### config.mk
export PLATFORM = sky130hd
export DESIGN_NAME = uart_tx_cfg
export DESIGN_NICKNAME = d
export VERILOG_FILES = /design/src/rtl/uart_pkg.sv /design/src/rtl/uart_baud_tick.sv /design/src/rtl/uart_tx_cfg.sv
export SDC_FILE = /design/constraint.sdc
export NUM_CORES = 1
export LEC_CHECK = 0
export BUFFER_PORTS_ARGS = -buffer_cell sky130_fd_sc_hd__buf_2
export CORE_ASPECT_RATIO = 1.25
export CORE_MARGIN = 10
export CORE_UTILIZATION = 50
export DETAILED_ROUTE_END_ITERATION = 16
export PLACE_DENSITY_LB_ADDON = 0.25
export SLEW_MARGIN = 20
export SYNTH_ARGS = -nofsm -noshare
export SYNTH_HDL_FRONTEND = slang
export SYNTH_SLANG_ARGS = --single-unit
### constraint.sdc
create_clock -name i_clk -period 3.1 [get_ports i_clk]
set_clock_uncertainty 0.1 [all_clocks]
set_input_delay 0.155 -clock i_clk [delete_from_list [all_inputs] [get_ports i_clk]]
set_output_delay 0.155 -clock i_clk [all_outputs]
set_load 0.005 [all_outputs]
### src/rtl/uart_pkg.sv
// Shared types and helpers for the configurable UART transmitter.
// Holds the frame state encoding, parity modes and divisor clamping.
package uart_pkg;

   typedef enum logic [2:0] {
      IDLE   = 3'd0,
      START  = 3'd1,
      DATA   = 3'd2,
      PARITY = 3'd3,
      STOP   = 3'd4
   } tx_state_t;

   typedef enum logic [1:0] {
      NONE = 2'd0,
      ODD  = 2'd1,
      EVEN = 2'd2,
      MARK = 2'd3
   } parity_t;

   localparam logic [1:0] DLEN_5 = 2'd0;
   localparam logic [1:0] DLEN_6 = 2'd1;
   localparam logic [1:0] DLEN_7 = 2'd2;
   localparam logic [1:0] DLEN_8 = 2'd3;

   // A zero divisor selects the default; one is raised to two so every bit spans at least two clocks.
   function automatic logic [31:0] eff_div(input logic [31:0] div, input logic [31:0] dflt);
      logic [31:0] r;
      if (div == 32'd0) begin
         r = dflt;
      end else if (div == 32'd1) begin
         r = 32'd2;
      end else begin
         r = div;
      end
      return r;
   endfunction

   function automatic logic par_bit(input parity_t mode, input logic xor_acc);
      logic r;
      case (mode)
         ODD:     r = ~xor_acc;
         EVEN:    r = xor_acc;
         MARK:    r = 1'b1;
         default: r = 1'b1;
      endcase
      return r;
   endfunction

endpackage

### src/rtl/uart_baud_tick.sv
// Loadable bit-period down-counter; ticks on the last clock of a bit.
module uart_baud_tick #(
   parameter int CNT_W = 24
) (
   input  logic             i_clk,
   input  logic             i_rst_n,
   input  logic             i_load,
   input  logic [CNT_W-1:0] i_load_val,
   input  logic             i_en,
   output logic             o_tick
);

   logic [CNT_W-1:0] cnt_r;

   assign o_tick = i_en && (cnt_r == {CNT_W{1'b0}});

   // Count down toward zero; a load always takes priority.
   always_ff @(posedge i_clk or negedge i_rst_n) begin
      if (!i_rst_n) begin
         cnt_r <= {CNT_W{1'b0}};
      end else if (i_load) begin
         cnt_r <= i_load_val;
      end else if (i_en && (cnt_r != {CNT_W{1'b0}})) begin
         cnt_r <= cnt_r - CNT_W'(1);
      end else begin
         cnt_r <= cnt_r;
      end
   end

endmodule

### src/rtl/uart_tx_cfg.sv
// Runtime-configurable UART transmitter: 5-8 data bits, none/odd/even/mark
// parity, 1 or 2 stop bits, per-character baud divisor.
module uart_tx_cfg
   import uart_pkg::*;
#(
   parameter int CNT_W       = 24,
   parameter int DEFAULT_DIV = 868
) (
   input  logic             i_clk,
   input  logic             i_rst_n,
   input  logic             i_wr,
   input  logic [7:0]       i_data,
   input  logic [1:0]       i_data_bits,
   input  logic [1:0]       i_parity,
   input  logic             i_stop2,
   input  logic [CNT_W-1:0] i_divisor,
   output logic             o_uart_tx,
   output logic             o_busy,
   output logic             o_done
);

   tx_state_t        state_r, state_s;
   logic [7:0]       shift_r, shift_s;
   logic [2:0]       idx_r, idx_s, last_idx_s;
   logic [1:0]       dlen_r, dlen_s;
   parity_t          par_r, par_s;
   logic             stop2_r, stop2_s, stop_idx_r, stop_idx_s;
   logic             acc_r, acc_s, acc_next_s;
   logic [CNT_W-1:0] div_r, div_s, eff_s, load_val_s;
   logic             tx_r, tx_s, busy_r, busy_s, done_r, done_s;
   logic             load_s, en_s, tick_s, trigger_s;

   assign trigger_s  = i_wr && !busy_r;
   assign eff_s      = CNT_W'(eff_div(32'(i_divisor), 32'(DEFAULT_DIV)));
   assign en_s       = (state_r != IDLE);
   assign acc_next_s = acc_r ^ shift_r[0];
   assign o_uart_tx  = tx_r;
   assign o_busy     = busy_r;
   assign o_done     = done_r;

   uart_baud_tick #(.CNT_W(CNT_W)) u_tick (
      .i_clk      (i_clk),
      .i_rst_n    (i_rst_n),
      .i_load     (load_s),
      .i_load_val (load_val_s),
      .i_en       (en_s),
      .o_tick     (tick_s)
   );

   // Index of the final data bit for the latched data length.
   always_comb begin
      case (dlen_r)
         DLEN_5:  last_idx_s = 3'd4;
         DLEN_6:  last_idx_s = 3'd5;
         DLEN_7:  last_idx_s = 3'd6;
         DLEN_8:  last_idx_s = 3'd7;
         default: last_idx_s = 3'd7;
      endcase
   end

   // Frame sequencing, shifting and parity accumulation.
   always_comb begin
      state_s    = state_r;
      shift_s    = shift_r;
      idx_s      = idx_r;
      dlen_s     = dlen_r;
      par_s      = par_r;
      stop2_s    = stop2_r;
      stop_idx_s = stop_idx_r;
      acc_s      = acc_r;
      div_s      = div_r;
      tx_s       = tx_r;
      busy_s     = busy_r;
      done_s     = 1'b0;
      load_s     = 1'b0;
      load_val_s = div_r - CNT_W'(1);
      case (state_r)
         IDLE: begin
            tx_s   = 1'b1;
            busy_s = 1'b0;
            if (trigger_s) begin
               state_s    = START;
               tx_s       = 1'b0;
               busy_s     = 1'b1;
               shift_s    = i_data;
               dlen_s     = i_data_bits;
               par_s      = parity_t'(i_parity);
               stop2_s    = i_stop2;
               div_s      = eff_s;
               idx_s      = 3'd0;
               acc_s      = 1'b0;
               stop_idx_s = 1'b0;
               load_s     = 1'b1;
               load_val_s = eff_s - CNT_W'(1);
            end else begin
               state_s = IDLE;
            end
         end
         START: begin
            if (tick_s) begin
               state_s = DATA;
               tx_s    = shift_r[0];
               load_s  = 1'b1;
            end else begin
               load_s = 1'b0;
            end
         end
         DATA: begin
            if (tick_s) begin
               acc_s   = acc_next_s;
               shift_s = shift_r >> 1;
               load_s  = 1'b1;
               if (idx_r == last_idx_s) begin
                  stop_idx_s = 1'b0;
                  if (par_r != NONE) begin
                     state_s = PARITY;
                     tx_s    = par_bit(par_r, acc_next_s);
                  end else begin
                     state_s = STOP;
                     tx_s    = 1'b1;
                  end
               end else begin
                  idx_s = idx_r + 3'd1;
                  tx_s  = shift_r[1];
               end
            end else begin
               load_s = 1'b0;
            end
         end
         PARITY: begin
            if (tick_s) begin
               state_s    = STOP;
               tx_s       = 1'b1;
               stop_idx_s = 1'b0;
               load_s     = 1'b1;
            end else begin
               load_s = 1'b0;
            end
         end
         STOP: begin
            if (tick_s && stop2_r && !stop_idx_r) begin
               stop_idx_s = 1'b1;
               load_s     = 1'b1;
            end else if (tick_s) begin
               state_s = IDLE;
               busy_s  = 1'b0;
               done_s  = 1'b1;
               tx_s    = 1'b1;
            end else begin
               load_s = 1'b0;
            end
         end
         default: begin
            state_s = IDLE;
            tx_s    = 1'b1;
            busy_s  = 1'b0;
         end
      endcase
   end

   // State, datapath and registered outputs; reset aborts any frame with the line high.
   always_ff @(posedge i_clk or negedge i_rst_n) begin
      if (!i_rst_n) begin
         state_r    <= IDLE;
         shift_r    <= 8'd0;
         idx_r      <= 3'd0;
         dlen_r     <= 2'd0;
         par_r      <= NONE;
         stop2_r    <= 1'b0;
         stop_idx_r <= 1'b0;
         acc_r      <= 1'b0;
         div_r      <= {CNT_W{1'b0}};
         tx_r       <= 1'b1;
         busy_r     <= 1'b0;
         done_r     <= 1'b0;
      end else begin
         state_r    <= state_s;
         shift_r    <= shift_s;
         idx_r      <= idx_s;
         dlen_r     <= dlen_s;
         par_r      <= par_s;
         stop2_r    <= stop2_s;
         stop_idx_r <= stop_idx_s;
         acc_r      <= acc_s;
         div_r      <= div_s;
         tx_r       <= tx_s;
         busy_r     <= busy_s;
         done_r     <= done_s;
      end
   end

endmodule

==> impl_metrics.yaml, run 1 <==
drt:
  ant_nets: 0
  wl_per_cell_um: 19.0
  routed_via_density: 6.15
  vias: 4799
  route.detailed.drc: 0
  drt_wl_total_mm: 14.8
  drt_pass1_iterations: 6
  drt_iter0_drc: 385
synthesis:
  yosys_warnings: 0
  syn_nets: 616
  synth_seq_cells: 72
  syn_avg_cell_area_um2: 8.43
  yosysSeqAreaShare: 0.374
  synth-async-reset-ratio: 1.00
  synth_cell_types: 73
  netlist_instances: 572
  synth_ff_type: "dfrtp_1"
  syn_area_um2: 4820
  synth_edf_count: 0
grt:
  grt_pass1_wl_mm: 23.9
  grt_pass1_vias: 4784
  groute.usage.overall: 0.216
  grt-busiest-layer: "met2"
  grt_overflow: 0
  grt_antenna_before_repair: 0
  grt.met2_usage: 0.346
  grt_max_degree: 73
  grt_util_met3: 0.0419
  grt_use_met1: 0.251
layout:
  drive_gt1_frac: 0.188
  final_area_um2: 5860
  fin_nets: 694
  mostFrequentLayoutCells: "nand2_1, dfrtp_1, nor2_1"
  area_growth_pct: 21.4
  diodes: 0
  final_util: 0.616
  fill_cells: 841
  final_common_cell: "nand2_1"
setup_path:
  cp_max_fo: 8
  startpoint_type: "flip-flop"
  worst_ep_arrival_time_ps: 3050
  critPathMaxStageDelay_ps: 620
  crit_type: "reg2reg"
  slowest_stage: "or4_4"
  cp-end-kind: "flip-flop"
  reg2reg_depth: 9
  cp_cell_sequence: "inv_1 -> ha_1 -> or4b_1 -> or4_4 -> o21ai_2 -> buf_4 -> nor4_1 -> o311ai_1 -> o21ai_0"
  cp.required_ps: 3200
floorplanning:
  dieArea_um2: 14000
  die_h_um: 130
  fp.dieW_um: 108
  initial_utilization: 0.507
  rows: 40
  ioPinCount: 43
  core_um2: 9510
timing:
  period_needed_ps: 2940
  tightest_slew_ps: 954
  setup_violations: 0
  hold_violations: 0
  slew_headroom: 0.364
  period_share: 0.950
  max_clock_freq_ghz: 0.340
  rsz0062_at_grt: "false"
  slew_violations: 0
pwr:
  power.internal_uw: 1740
  p_switching_uw: 468
  pwr-share-clk: 0.516
  swShare: 0.212
  p_comb_frac: 0.058
  p_per_area_nw_per_um2: 376
  power_frac_seq: 0.426
  ir_drop_mv: 0.297
  cellLeakagePower_uw: 0.00254
clocking:
  clk_pin_slew_ps: 60
  numCtsBuffers: 9
  tritoncts: "done"
  clock_latency_ps: 340
  h-tree-depth: 3
  root_buffer: "clkbuf_16"
  clk_path_buf_depth: 2
  clkSinkCount: 72
outcome:
  outcome: "finished, final reports clean"
run:
  cap_violations: 0
hold_path:
  min_path_cells: 3
  min_path_type: "in2reg"
placement:
  portBuffers: 42
  post_dp_cell_area_um2: 5350
  gp_congestion: 1.04
  hpwl_mm: 10.7
[worst max-delay path: cells and delay by family (launching register included)]
family                   cells  cell delay (ps)
AO/OA/AOI/OAI                3              580
AND/OR/NAND/NOR              3             1250
adder cells (fa/ha/maj)      1              190
flip-flops                   1              390
buffers and inverters        2              300
[Yosys cell counts, types with 4 or more instances]
cell type | instances | share of area
a21o_1 | 7 | 0.011
a21oi_1 | 22 | 0.023
a221oi_1 | 4 | 0.0073
a22oi_1 | 5 | 0.0078
a31oi_1 | 8 | 0.010
and3_1 | 5 | 0.0065
clkbuf_1 | 16 | 0.012
dfrtp_1 | 71 | 0.37
ha_1 | 4 | 0.010
inv_1 | 9 | 0.0070
mux2i_1 | 12 | 0.025
nand2_1 | 90 | 0.070
nand2b_1 | 4 | 0.0052
nand3_1 | 15 | 0.016
nand4_1 | 7 | 0.0091
nor2_1 | 52 | 0.040
nor2b_1 | 4 | 0.0052
nor3_1 | 28 | 0.029
nor4_1 | 16 | 0.021
o211ai_1 | 7 | 0.011
o21ai_0 | 39 | 0.040
o22ai_1 | 4 | 0.0052
or3_1 | 15 | 0.019
or4_1 | 10 | 0.016
xnor2_1 | 31 | 0.056
xor2_1 | 16 | 0.029
[power by group through the flow]
| stage | clock (uW) | sequential, uW | combinational (uW) |
|---|---|---|---|
| 3_3_place_gp | 0 | 957 | 108 |
| 5_1_grt | 1190 | 940 | 139 |
| 4_1_cts | 1150 | 940 | 124 |
| 2_1_floorplan | 0 | 957 | 29.2 |
| 6_report | 1140 | 940 | 128 |
| 3_5_place_dp | 0 | 957 | 108 |
[stage by stage]
step | total power (uW) | hold WS (ps) | setup TNS [ps] | cells | worst slack, ps
finish | 2210 | 11.4 | 0 | 780 | 155
global route | 2270 | 32.8 | 0 | 780 | 12.6
CTS | 2210 | 8.42 | 0 | 779 | 48.1
detailed placement | 1070 | 254 | -55.7 | 749 | -30.9
global placement | 1060 | 249 | 0 | 749 | 72.2
floorplan | 986 | -241 | 0 | 572 | 22.5
[final cells by class]
cell class / instances / area (um^2) / share of cell area
clock buffers: 12 / 256 / 0.0438
clock inverters: 3 / 65.1 / 0.0111
inverters: 9 / 33.8 / 0.00577
multi-input cells: 465 / 2910 / 0.497
flip-flops and latches: 72 / 1800 / 0.308
well taps: 126 / 158 / 0.0269
repair buffers: 93 / 633 / 0.108
[metal layers]
metal | up-vias | wire length [um]
li1 | 2245 | -
met1 | 2307 | 5740
met2 | 188 | 7150
met3 | 59 | 972
met4 | 0 | 936
met5 | - | 0
[worst paths after layout]
path                       slack (ps)              end             from
max                               160  u_tick.cnt_r[7]  u_tick.cnt_r[0]
min                                10       shift_r[6]        i_data[6]
max reg2reg                       160  u_tick.cnt_r[7]  u_tick.cnt_r[0]
min reg2reg                       400        div_r[23]        div_r[23]
max in group asynchronous        1870         div_r[2]          i_rst_n
min in group asynchronous         360         div_r[7]          i_rst_n
[registers in the layout, summed over array words and instances, names as in the netlist, 2 cells and up]
register / cells
div_r: 24
dlen_r: 2
idx_r: 3
par_r: 2
shift_r: 8
state_r: 3
u_tick.cnt_r: 24
[what timing repair did]
item / CTS / global route
hold buffers: 15 / 0
setup endpoints to repair: 0 / 16
buffers inserted: 0 / 1
endpoints found under the hold margin: 85 / 0
resized for setup: 0 / 7
[cell families after synthesis]
group           share of synthesized area
simple gates                        0.282
compound gates                      0.189
flops                               0.374
xor+xnor                           0.0853
buf+inv                            0.0327
mux                                0.0272
fa+ha+maj                          0.0104
Note: power is estimated with default switching activity, not from simulation.
==> run 2: changes to the inputs <==
CORE_UTILIZATION = 44   (was 50)
==> run 2 against run 1 <==
Routed wire length rose by 3.6%. Via count fell by 1.5%. Sequential share of layout area fell by 0.23 points. Utilization fell by 6.3 points. Power fell by 1.2%. Count of clock-buffer cells in the layout rose by 2. Final cell count rose by 1.4%. Critical path depth fell by 1.
==> impl_metrics.yaml, run 2 (synthesis gave the netlist of run 1 again) <==
pwr:
  ir_drop_mv: 0.293
  cellLeakagePower_uw: 0.00256
  p_per_area_nw_per_um2: 369
clocking:
  clk_pin_slew_ps: 60
  clkSinkCount: 72
  root_buffer: "clkbuf_16"
  numCtsBuffers: 9
  clk_path_buf_depth: 2
  clock_latency_ps: 340
  tritoncts: "done"
  h-tree-depth: 3
drt:
  wl_per_cell_um: 19.4
  ant_nets: 0
  drt_wl_total_mm: 15.3
  routed_via_density: 5.97
  route.detailed.drc: 0
  vias: 4726
  drt_iter0_drc: 356
  drt_pass1_iterations: 6
layout:
  area_growth_pct: 22.4
  multiInputGateArea_um2: 2920
  drive_gt1_frac: 0.193
  fill_cells: 1000
  final_common_cell: "nand2_1"
  fin_cells: 791
  seqCellArea_um2: 1800
  fin_nets: 698
  diodes: 0
  mostFrequentLayoutCells: "nand2_1, dfrtp_1, nor2_1"
  reg_top3: "div_r: 24 flops, u_tick.cnt_r: 24 flops, shift_r: 8 flops"
outcome:
  outcome: "finished, final reports clean"
timing:
  hold_violations: 0
  whs_ps: 12.2
  tightest_slew_ps: 972
  setup_violations: 0
  max_clock_freq_ghz: 0.335
  rsz0062_at_grt: "false"
  period_share: 0.962
  period_needed_ps: 2980
  slew_headroom: 0.352
  slew_violations: 0
setup_path:
  crit_type: "reg2reg"
  cp_cell_sequence: "inv_1 -> ha_1 -> or4b_1 -> or4_4 -> o21ai_4 -> nor2_1 -> a311oi_1 -> or3_1"
  startpoint_type: "flip-flop"
  cp.required_ps: 3280
  cp_max_fo: 7
  slowest_stage: "or4_4"
  cp_num_buf_inv: 1
  crit_family: "simple AND/OR/NAND/NOR gates"
  worst_ep_arrival_time_ps: 3170
  critPathMaxStageDelay_ps: 640
  cp-end-kind: "flip-flop"
placement:
  portBuffers: 42
  gp_congestion: 0.977
  hpwl_mm: 11.3
  placed_cells: 759
grt:
  grt_max_degree: 73
  grt_overflow: 0
  grt_antenna_before_repair: 0
  groute.usage.overall: 0.200
  grt_pass1_vias: 4637
  grt_pass1_wl_mm: 24.6
floorplanning:
  die_h_um: 137
  dieArea_um2: 15600
  rows: 42
  ioPinCount: 43
  initial_utilization: 0.452
  core_um2: 10700
  fp.dieW_um: 114
hold_path:
  min_path_type: "in2reg"
run:
  cap_violations: 0
-- run 2: cell count changes in the layout (fill, tap and decap cells not counted) --
cell	change
bufinv_16	-1
nor4_2	-2
buf_4	+4
nor4_1	+1
o21ai_2	-1
nor4_4	+1
o21ai_4	+1
clkbuf_8	+2
-- run 2: metal layers --
| metal | part of all wire | GRT usage |
|---|---|---|
| met1 | 0.42 | 0.245 |
| met2 | 0.48 | 0.329 |
| met3 | 0.062 | 0.0434 |
| met4 | 0.037 | 0.0897 |
| met5 | 0 | 0 |
-- run 2: path summary, 6_finish.rpt --
path / from / endpoint / slack [ps] / depth (start not counted)
worst min-delay path: i_data[5] / shift_r[5] / 10 / 3
min in group asynchronous: i_rst_n / div_r[12] / 410 / 2
worst max register to register: u_tick.cnt_r[0] / u_tick.cnt_r[10] / 120 / 8
max in group asynchronous: i_rst_n / state_r[1] / 1860 / 2
worst max-delay path: u_tick.cnt_r[0] / u_tick.cnt_r[10] / 120 / 8
worst min register to register: dlen_r[1] / dlen_r[1] / 400 / 2
-- run 2: worst reg2reg max path: stages, from the launching register on --
cell and delay [ps]:
dfrtp_1 390, inv_1 100, ha_1 190, or4b_1 600
or4_4 640, o21ai_4 260, nor2_1 110, a311oi_1 360
or3_1 160
-- run 2: cell type report --
cell class                      instances  area share
Multi-Input combinational cell        465       0.495
Sequential cell                        72       0.305
Timing Repair Buffer                   97       0.112
Clock buffer                           14      0.0481
Tap cell                              132      0.0280
Clock inverter                          2     0.00593
Inverter                                9     0.00572
-- run 2: report_power, final --
group	internal [uW]	switching [uW]	total, uW
Clock	710	399	1110
Combinational	55.3	75.2	131
Sequential	940	0	940
-- run 2: per-stage QoR --
step / instance area (um^2) / setup WS (ps) / setup TNS [ps] / utilization / total power (uW)
after CTS: 5850 / 24.0 / 0 / 0.549 / 2200
after detailed placement: 5380 / -84.9 / -254 / 0.505 / 1070
final: 5900 / 117 / 0 / 0.553 / 2180
after global placement: 5380 / 58.8 / 0 / 0.505 / 1070
after global routing: 5900 / 5.38 / 0 / 0.553 / 2250
after floorplan: 4830 / 22.5 / 0 / - / 986
-- run 2: what timing repair did --
item | 4_1_cts | 5_1_grt
setup buffers | 0 | 1
hold buffers | 15 | 0
hold endpoints to repair | 85 | 0
gates resized for setup | 0 | 8
setup endpoints to repair | 0 | 17
